File: src/rtl/ppu_lcd_scaler_vout.sv
// LCD raster timing + integer upscaler reading a double-buffered frame buffer; outputs lag the counters by RD_LAT+1 clocks.
// Free-running pixel stream with no backpressure; page swaps and mirror changes only take effect at a frame boundary.
module ppu_lcd_scaler_vout #(
  parameter int H_TOTAL  = 1056,
  parameter int H_SYNC   = 30,
  parameter int H_START  = 46,
  parameter int V_TOTAL  = 525,
  parameter int V_SYNC   = 13,
  parameter int V_START  = 23,
  parameter int H_ACTIVE = 800,
  parameter int V_ACTIVE = 480,
  parameter int SRC_XB   = 8,
  parameter int SRC_YB   = 8,
  parameter int SCALE_SH = 1,
  parameter int RD_LAT   = 1,
  parameter int PIX_W    = 8,
  parameter logic [PIX_W-1:0] BORDER = '0
) (
  input  logic                     i_lcd_clk,
  input  logic                     i_lcd_rst,
  input  logic [1:0]               i_mirror,
  input  logic                     i_swap_req,
  output logic                     o_swap_ack,
  output logic [SRC_YB+SRC_XB:0]   o_vbuf_addr,
  output logic                     o_vbuf_rd,
  input  logic [PIX_W-1:0]         i_vbuf_q,
  output logic [PIX_W-1:0]         o_pix,
  output logic                     o_hsd,
  output logic                     o_vsd,
  output logic                     o_de,
  output logic                     o_vblank
);

  localparam int X_WIN = (1 << SRC_XB) << SCALE_SH;
  localparam int Y_WIN = (1 << SRC_YB) << SCALE_SH;
  localparam int XW = $clog2(((H_TOTAL > X_WIN) ? H_TOTAL : X_WIN) + 1);
  localparam int YW = $clog2(((V_TOTAL > Y_WIN) ? V_TOTAL : Y_WIN) + 1);

  localparam logic [XW-1:0] X_LAST = XW'(H_TOTAL - 1);
  localparam logic [XW-1:0] X_SYNC = XW'(H_SYNC);
  localparam logic [XW-1:0] X_BEG  = XW'(H_START);
  localparam logic [XW-1:0] X_END  = XW'(H_START + H_ACTIVE);
  localparam logic [XW-1:0] X_AMAX = XW'(H_ACTIVE - 1);
  localparam logic [XW-1:0] X_WLIM = XW'(X_WIN);
  localparam logic [YW-1:0] Y_LAST = YW'(V_TOTAL - 1);
  localparam logic [YW-1:0] Y_SYNC = YW'(V_SYNC);
  localparam logic [YW-1:0] Y_BEG  = YW'(V_START);
  localparam logic [YW-1:0] Y_END  = YW'(V_START + V_ACTIVE);
  localparam logic [YW-1:0] Y_AMAX = YW'(V_ACTIVE - 1);
  localparam logic [YW-1:0] Y_WLIM = YW'(Y_WIN);

  typedef enum logic {IDLE, PENDING} pg_state_t;

  logic [XW-1:0] xcnt, ax, axp;
  logic [YW-1:0] ycnt, ay, ayp;
  logic          frame_end, hsd_raw, vsd_raw, de_raw, win_raw;
  logic [1:0]    mir_q;
  logic          page;
  pg_state_t     pg_state;
  logic [RD_LAT-1:0][3:0] pipe_q;
  logic [3:0]    tail;

  assign frame_end = (xcnt == X_LAST) && (ycnt == Y_LAST);
  assign hsd_raw   = (xcnt >= X_SYNC);
  assign vsd_raw   = (ycnt >= Y_SYNC);
  assign de_raw    = hsd_raw && vsd_raw && (xcnt >= X_BEG) && (xcnt < X_END)
                     && (ycnt >= Y_BEG) && (ycnt < Y_END);

  // Outside the active area these wrap to garbage, but win_raw gates the strobe.
  assign ax  = xcnt - X_BEG;
  assign ay  = ycnt - Y_BEG;
  assign axp = mir_q[0] ? (X_AMAX - ax) : ax;
  assign ayp = mir_q[1] ? (Y_AMAX - ay) : ay;
  assign win_raw = de_raw && (axp < X_WLIM) && (ayp < Y_WLIM);

  assign o_vbuf_addr = {page, SRC_YB'(ayp >> SCALE_SH), SRC_XB'(axp >> SCALE_SH)};
  assign o_vbuf_rd   = win_raw;

  always_ff @(posedge i_lcd_clk or posedge i_lcd_rst) begin
    if (i_lcd_rst) begin
      xcnt <= '0;
      ycnt <= '0;
    end else if (xcnt == X_LAST) begin
      xcnt <= '0;
      ycnt <= (ycnt == Y_LAST) ? '0 : ycnt + YW'(1);
    end else begin
      xcnt <= xcnt + XW'(1);
    end
  end

  // Mirror is latched only on the last pixel so a frame is never drawn half-flipped.
  always_ff @(posedge i_lcd_clk or posedge i_lcd_rst) begin
    if (i_lcd_rst) begin
      mir_q <= '0;
    end else if (frame_end) begin
      mir_q <= i_mirror;
    end
  end

  always_ff @(posedge i_lcd_clk or posedge i_lcd_rst) begin
    if (i_lcd_rst) begin
      pg_state   <= IDLE;
      page       <= 1'b0;
      o_swap_ack <= 1'b0;
    end else begin
      o_swap_ack <= 1'b0;
      case (pg_state)
        IDLE: begin
          if (i_swap_req) begin
            if (frame_end) begin
              page       <= ~page;
              o_swap_ack <= 1'b1;
            end else begin
              pg_state <= PENDING;
            end
          end
        end
        PENDING: begin
          if (frame_end) begin
            page       <= ~page;
            o_swap_ack <= 1'b1;
            pg_state   <= IDLE;
          end
        end
        default: pg_state <= IDLE;
      endcase
    end
  end

  // Delay line matches the frame-buffer read latency so timing and data line up.
  always_ff @(posedge i_lcd_clk or posedge i_lcd_rst) begin
    if (i_lcd_rst) begin
      pipe_q <= '0;
    end else begin
      pipe_q[0] <= {hsd_raw, vsd_raw, de_raw, win_raw};
      for (int i = 1; i < RD_LAT; i++) begin
        pipe_q[i] <= pipe_q[i-1];
      end
    end
  end

  assign tail = pipe_q[RD_LAT-1];

  always_ff @(posedge i_lcd_clk or posedge i_lcd_rst) begin
    if (i_lcd_rst) begin
      o_hsd    <= 1'b0;
      o_vsd    <= 1'b0;
      o_de     <= 1'b0;
      o_pix    <= '0;
      o_vblank <= 1'b0;
    end else begin
      o_hsd    <= tail[3];
      o_vsd    <= tail[2];
      o_de     <= tail[1];
      o_pix    <= tail[0] ? i_vbuf_q : (tail[1] ? BORDER : '0);
      o_vblank <= (ycnt < Y_BEG) || (ycnt >= Y_END);
    end
  end

endmodule

File: config.mk
export PLATFORM = sky130hd
export DESIGN_NAME = ppu_lcd_scaler_vout
export DESIGN_NICKNAME = d
export VERILOG_FILES = /design/src/rtl/ppu_lcd_scaler_vout.sv
export SDC_FILE = /design/constraint.sdc
export NUM_CORES = 1
export LEC_CHECK = 0
export BUFFER_PORTS_ARGS = -buffer_cell sky130_fd_sc_hd__buf_2
export CAP_MARGIN = 20
export CORE_UTILIZATION = 55
export DETAILED_ROUTE_END_ITERATION = 8
export HOLD_SLACK_MARGIN = 0.03
export PLACE_DENSITY_LB_ADDON = 0.3
export REMOVE_ABC_BUFFERS = 1
export SYNTH_ARGS = -nofsm -noshare
export SYNTH_HDL_FRONTEND = slang
export SYNTH_SLANG_ARGS = --single-unit
File: constraint.sdc
create_clock -name i_lcd_clk -period 3.25 [get_ports i_lcd_clk]
set_input_delay 0.325 -clock i_lcd_clk [delete_from_list [all_inputs] [get_ports i_lcd_clk]]
set_output_delay 0.325 -clock i_lcd_clk [all_outputs]
set_load 0.02 [all_outputs]
==> qor.csv, run 1 <==
metric;value;unit
placed cells;321;
Mapped Area;2410;µm²
Synth Area per Inst;9.88;µm²
Final Slew Violations;0;
flops & latches, synth;42;
count of max-cap constraint violations;0;
critical path's largest stage delay;0.52;ns
Unique masters post-synth;46;
antenna violations before repair;0;
share of power burned in combinational logic;2.1;%
commonest non-fill, non-tap cell in the layout;buf_2;
area occupied by multi-input gates;1230;µm²
chain of cells forming the critical path;ha_2 > a21oi_2 > nor2b_2 > nor2_1 > a311o_1 > or4_4 > a2111oi_4 > buf_4;
Layout Skew;0.0124;ns
actual slew at the worst max-slew pin;0.494;ns
horizontal extent of the die;68.2;µm
total congestion overflow;0;
Period minus WS final;3.08;ns
non-filler cells, final;331;
most frequently used flop master after synthesis;dfrtp_1;
root buffer cell;clkbuf_8;
power density of the placed cells;329;nW/µm²
Routed Wire Length;4.48;mm
most frequent cells in the layout;42 x buf_2, 40 x dfrtp_1, 25 x xnor2_1, 21 x nand2_1, 17 x nor2_1;
path type of the worst setup path;reg2out;
power spent charging and discharging nets;0.000197;W
Worst-path clk slew;0.09;ns
final clock period utilization by the worst path;94.8;%
critical path's top delay family;compound AO/OA/AOI/OAI gates;
dpl cell area;2600;µm²
diode insertion count for antenna repair;0;
CTS tree;yes;
total number of yosys warnings;0;
switching share of total power;22.0;%
number of iterations in the first detailed-routing pass;4;
leakage dissipation;1.26;nW
IO Port Bufs;43;
sequential share of power;58.3;%
critical-path maximum fanout;5;
Filler Cell Count;347;
floorplan die area;4650;µm²
site row count;23;
total CTS buffers;5;
Crit. End Element;output port;
clock sinks;42;
synthesized netlist cell count;244;
fraction of final layout cells with drive strength greater than 1;25.3;%
peak ir drop on the vdd network;0.179;mV
number of nets with antenna violations after detailed routing;0;
Vias;1792;
clock latency on the worst-skew pair;0.30;ns
depth of the critical timing path with buffers and inverters included;8;
Rel. slew slack;67.0;%
top-level port count;44;
proportion of power drawn by the clock network;39.6;%
Total Power Consumption;0.000897;W
footprint of the flip-flops and latches;1050;µm²
Setup crit start kind;flip-flop;
dpl hpwl;3.24;mm
slowest cell on the critical path;or4_4;
maximum buffer depth of the clock tree;2;
number of global-route vias before repair;1612;
wire length of the first global-routing pass;7.23;mm
effective utilization at floorplan;58.6;%
H-tree depth;2;
final routed wire length divided by cell count;13.5;µm
Power Internal;0.000700;W
maximum number of pins on one net before global-route repair;31;
outcome;finished, final reports clean;
DRC marker count from the first detailed-route iteration;74;
path depth of the worst reg2reg path;7;
setup_tns;0;ns
Buf+Inv Stages, Crit Path;1;
layout overhead on the synthesized area;13.1;%
Hold Path Class;in2async;
Setup violations, final;0;
count of flip-flops with a built-in enable after synthesis;0;
Seq/Total Area, Yosys;43.6;%
endpoint required time on the critical path;2.92;ns
floorplan die height;68.2;µm
Post-synth ARST share;100;%
Final Hold Vio Count;0;
highest clock frequency the design can meet;324;MHz
Tot GR Track Use;21.2;%
Remaining DRCs;0;
post-route cell area;2730;µm²
Arr. time, crit path;2.76;ns
net total in the final layout;301;
RD Place Congestion;0.899;
area of the core;4120;µm²
via density per instance;5.41;
[what timing repair did]
item	4_1_cts	5_1_grt
setup buffers	0	2
resized for setup	0	7
setup endpoints to repair	0	1
hold buffers	0	0
[per-stage QoR]
| stage | worst slack (ns) | util, % | hold WS, ns |
|---|---|---|---|
| after CTS | 0.00632 | 65.4 | 0.0492 |
| after global routing | -0.00124 | 66.3 | 0.0669 |
| after global placement | 0.405 | 63.1 | 0.333 |
| after detailed placement | 0.340 | 63.1 | 0.336 |
| after floorplan | 0.292 | - | 0.331 |
| final | 0.168 | 66.3 | 0.0322 |
[Yosys cell counts (all sizes together) (6+ instances only)]
cell type | count | area share (%)
a21oi | 11 | 2.6
and2 | 11 | 2.9
and3 | 6 | 1.8
buf | 13 | 3.6
dfrtp | 42 | 44
ha | 8 | 4.2
inv | 10 | 1.6
nand2 | 21 | 3.3
nand4 | 8 | 2.7
nor2 | 18 | 3.1
o21ai | 13 | 2.7
xnor2 | 25 | 9.1
xor2 | 16 | 5.8
[per-layer routing]
layer | vias up | wire length (µm) | global-route usage (%)
li1 | 893 | - | -
met1 | 840 | 2080 | 27.9
met2 | 55 | 2070 | 33.2
met3 | 4 | 282 | 5.67
met4 | 0 | 34 | 8.07
met5 | - | 0 | 0
[cells by family after synthesis]
logic type	Yosys count	share of synthesized area, %
mux	1	0.415
flops	42	43.6
fa+ha+maj	8	4.15
xor+xnor	41	14.9
compound gates	42	12.0
buf+inv	28	5.97
simple gates	82	18.9
[power by group through the flow]
stage	registers (W)	logic, W	clock network (W)
after CTS	0.000523	0.0000201	0.000362
final	0.000523	0.0000191	0.000355
after detailed placement	0.000534	0.0000201	0
after floorplan	0.000534	0.00000806	0
after global routing	0.000523	0.0000224	0.000391
after global placement	0.000534	0.0000196	0
[flip-flops by register name (all words and copies together) (netlist names), 2 cells and up]
| register | flops |
|---|---|
| ycnt | 10 |
| xcnt | 11 |
| mir_q | 2 |
| o_pix | 8 |
| pipe_q | 4 |
[area by class of cell]
| cell class | instances | share of cell area [%] |
|---|---|---|
| repair buffers | 47 | 9.09 |
| clock inverters | 2 | 0.459 |
| multi-input cells | 174 | 45.1 |
| clock buffers | 6 | 3.03 |
| inverters | 10 | 1.38 |
| well taps | 50 | 2.29 |
| flip-flops and latches | 42 | 38.6 |
[final timing paths]
| path | start | endpoint | slack (ns) |
|---|---|---|---|
| setup / recovery | ycnt[0]$_DFFE_PP0N_ | o_vbuf_rd | 0.17 |
| hold / removal | i_lcd_rst | xcnt[6]$_DFF_PP0_ | 0.03 |
| setup reg to reg | ycnt[0]$_DFFE_PP0N_ | pipe_q[0]$_DFF_PP0_ | 0.88 |
| hold reg to reg | pipe_q[2]$_DFF_PP0_ | o_vsd$_DFF_PP0_ | 0.35 |
| max in group asynchronous | i_lcd_rst | xcnt[10]$_DFF_PP0_ | 2.45 |
| min in group i_lcd_clk | i_vbuf_q[4] | o_pix[4]$_DFF_PP0_ | 0.23 |
(Power assumes the default switching activity.)
==> run 2, diff against run 1 <==
--- a/config.mk
+++ b/config.mk
@@ -5,13 +5,16 @@
 export SDC_FILE = /design/constraint.sdc
 export NUM_CORES = 1
 export LEC_CHECK = 0
+export ABC_AREA = 1
 export BUFFER_PORTS_ARGS = -buffer_cell sky130_fd_sc_hd__buf_2
 export CAP_MARGIN = 20
-export CORE_UTILIZATION = 55
+export CORE_UTILIZATION = 56
 export DETAILED_ROUTE_END_ITERATION = 8
+export GPL_ROUTABILITY_DRIVEN = 0
 export HOLD_SLACK_MARGIN = 0.03
 export PLACE_DENSITY_LB_ADDON = 0.3
 export REMOVE_ABC_BUFFERS = 1
 export SYNTH_ARGS = -nofsm -noshare
 export SYNTH_HDL_FRONTEND = slang
 export SYNTH_SLANG_ARGS = --single-unit
+export TNS_END_PERCENT = 20
==> run 2 against run 1 <==
  * Cell count is 26% higher
  * Final area is 3.8% higher
  * Largest cell class unchanged
  * Synthesized cell count is 32% higher
  * Sequential power hardly changed
  * Critical path depth is 7 higher
  * Critical path type unchanged
  * Sequential cell count stayed put
  * Register-to-register slack better by 0.25 ns
  * Via count is 18% higher
  * Utilization is 2.5 points higher
  * Clock power is 13% higher
  * Power is 5.2% higher
==> qor.csv, run 2 <==
metric;value;unit;change
postcts setup bufs;0;;unchanged
leakage dissipation;1.65;nW;+31%
total CTS buffers;5;;unchanged
largest registers;xcnt (11), ycnt (10), o_pix (8);;
IO Port Bufs;43;;unchanged
Setup crit start kind;flip-flop;;
Routed Wire Length;4.93;mm;+10%
top-level port count;44;;unchanged
total congestion overflow;0;;unchanged
count of flip-flops with a built-in enable after synthesis;0;;unchanged
number of global-route vias before repair;1908;;+18%
power density of the placed cells;334;nW/µm²;+1.3%
CTS hold repair buffers;0;;unchanged
number of flip-flops under the largest register name;11;;unchanged
worst setup slack for register-to-register paths;1.13;ns;+0.25 ns
Seq/Total Area, Yosys;42.5;%;-1.1 points
outcome;finished, final reports clean;;
antenna violations before repair;0;;unchanged
number of iterations in the first detailed-routing pass;4;;unchanged
fraction of final layout cells with drive strength greater than 1;19.3;%;-6.0 points
layout overhead on the synthesized area;14.4;%;
area of the core;4120;µm²;unchanged
count of max-cap constraint violations;0;;unchanged
Layout Skew;0.00992;ns;-0.00249 ns
path type of the worst setup path;reg2out;;
Filler Cell Count;365;;+5.2%
Worst-path clk slew;0.08;ns;about the same
floorplan die area;4690;µm²;+0.85%
top-count cell post-synth;nand2_1;;
flops & latches, synth;42;;unchanged
maximum number of pins on one net before global-route repair;43;;+39%
Final Hold Vio Count;0;;unchanged
path depth of the worst reg2reg path;14;;+7
maximum buffer depth of the clock tree;2;;unchanged
Post-synth ARST share;100;%;unchanged
effective utilization at floorplan;60.1;%;+1.6 points
Arr. time, crit path;2.52;ns;-0.24 ns
Mapped Area;2470;µm²;+2.7%
clock sinks;42;;unchanged
r2r endpoint;pipe_q[0]$_DFF_PP0_;;
final clock period utilization by the worst path;87.5;%;-7.4 points
Unique masters post-synth;34;;-26%
floorplan die height;68.5;µm;+0.43%
site row count;23;;unchanged
dpl hpwl;3.73;mm;+15%
setup_tns;0;ns;unchanged
Rel. slew slack;65.1;%;-1.9 points
Period minus WS final;2.84;ns;-0.240 ns
wire length of the first global-routing pass;8.43;mm;+17%
dominant cell type by area after synthesis;dfrtp_1;;
actual slew at the worst max-slew pin;0.523;ns;+0.0293 ns
peak ir drop on the vdd network;0.194;mV;+8.8%
Vias;2115;;+18%
reg2reg start;ycnt[0]$_DFFE_PP0N_;;
CTS tree;yes;;
commonest non-fill, non-tap cell in the layout;nand2_1;;
H-tree depth;2;;unchanged
most frequently used flop master after synthesis;dfrtp_1;;
via density per instance;5.06;;-6.5%
net total in the final layout;388;;+29%
Crit. End Element;output port;;
Remaining DRCs;0;;unchanged
endpoint required time on the critical path;2.92;ns;about the same
total number of yosys warnings;0;;unchanged
final routed wire length divided by cell count;11.8;µm;-13%
number of nets with antenna violations after detailed routing;0;;unchanged
horizontal extent of the die;68.5;µm;+0.43%
Total Power Consumption;0.000944;W;+5.2%
diode insertion count for antenna repair;0;;unchanged
Commonest cells post-synth;89 x nand2_1, 50 x inv_1, 42 x dfrtp_1;;
Hold Path Class;in2async;;
DRC marker count from the first detailed-route iteration;78;;+5.4%
Synth Area per Inst;7.69;µm²;-22%
root buffer cell;clkbuf_8;;
area share of the largest cell type after synthesis;42.5;%;-1.1 points
Setup violations, final;0;;unchanged
critical-path maximum fanout;6;;+1
Final Slew Violations;0;;unchanged
cts repair resizes;0;;unchanged
most flop-heavy register;xcnt;;
unrepaired setup endpoints after global routing;false;;
synthesized netlist cell count;322;;+32%
clock latency on the worst-skew pair;0.30;ns;about the same
most frequent cells in the layout;89 x nand2_1, 50 x inv_1, 43 x buf_2, 42 x dfrtp_1, 31 x nor2_1;;
largest cells by area after synthesis;dfrtp_1 42%, nand2_1 13%, inv_1 7.6%;;
highest clock frequency the design can meet;352;MHz;+8.4%
Tot GR Track Use;24.5;%;+3.3 points
==> run 2: cell count changes after synthesis, moves of 7 or more <==
cell	delta
a21oi_1	-7
nand3_1	+18
nand2_1	+68
xnor2_1	-20
inv_1	+40
nor2_1	+14
and2_1	-8
==> run 2: power by group <==
group | total, W | internal (W) | leakage [nW] | switching, W
combinational | 0.0000196 | 0.00000653 | 1.05 | 0.0000130
clock | 0.000401 | 0.000226 | 0.0579 | 0.000175
sequential | 0.000523 | 0.000523 | 0.539 | 0.000000370
==> run 2: through the flow <==
stage               setup slack [ns]  util [%]  hold slack (ns)  instance area [µm²]  instances
floorplan                      0.835         -            0.331                 2440        316
global placement               0.816      66.1            0.335                 2720        410
detailed placement             0.720      66.1            0.338                 2720        410
CTS                            0.378      68.8            0.166                 2830        418
global route                  0.0839      68.8            0.195                 2830        418
finish                         0.407      68.8            0.153                 2830        418
==> run 2: area by class of cell <==
class,count,area (µm²),area share [%]
tap,50,62.6,2.21
timing repair buffer,44,223,7.87
clock inverter,3,40.0,1.41
multi-input combinational,219,1180,41.6
clock buffer,5,68.8,2.43
sequential,42,1050,37.1
inverter,55,206,7.29
==> run 2: worst max-delay path by stage <==
stage                             start        end  slack, ns
finish              ycnt[0]$_DFFE_PP0N_  o_vbuf_rd       0.41
CTS                 ycnt[0]$_DFFE_PP0N_  o_vbuf_rd       0.38
detailed placement  ycnt[0]$_DFFE_PP0N_  o_vbuf_rd       0.72
floorplan           ycnt[0]$_DFFE_PP0N_  o_vbuf_rd       0.84
global placement    ycnt[0]$_DFFE_PP0N_  o_vbuf_rd       0.82
global route        ycnt[0]$_DFFE_PP0N_  o_vbuf_rd       0.08
==> run 2: cells by family (layout without fill, tap and decap cells) <==
group	Yosys count	in the layout	share of synthesized area, %
fa+ha+maj	8	8	4.04
buf+inv	61	107	9.91
simple gates	166	166	30.7
flops	42	42	42.5
xor+xnor	21	21	7.43
compound gates	24	24	5.46
==> run 2: per-layer routing <==
layer	track usage, %	wire [µm]	vias to the layer above	part of all wire [%]
li1	-	-	1086	-
met1	30.4	2210	960	45
met2	41.5	2360	63	48
met3	5.50	297	6	6.0
met4	8.33	59	0	1.2
met5	0	0	-	0
==> run 2: worst max-delay path: stages, from the launching register on <==
cell and delay (ns):
dfrtp_1 0.44, ha_1 0.26, nand2_1 0.09, nand2_1 0.05, nand2_1 0.16, nand2_1 0.09, xor2_1 0.14, inv_1 0.09
ha_1 0.16, nand2_1 0.06, nor2_1 0.15, nand3_1 0.09, nand2_1 0.07, nand4_1 0.06, nor2_1 0.12, buf_2 0.18
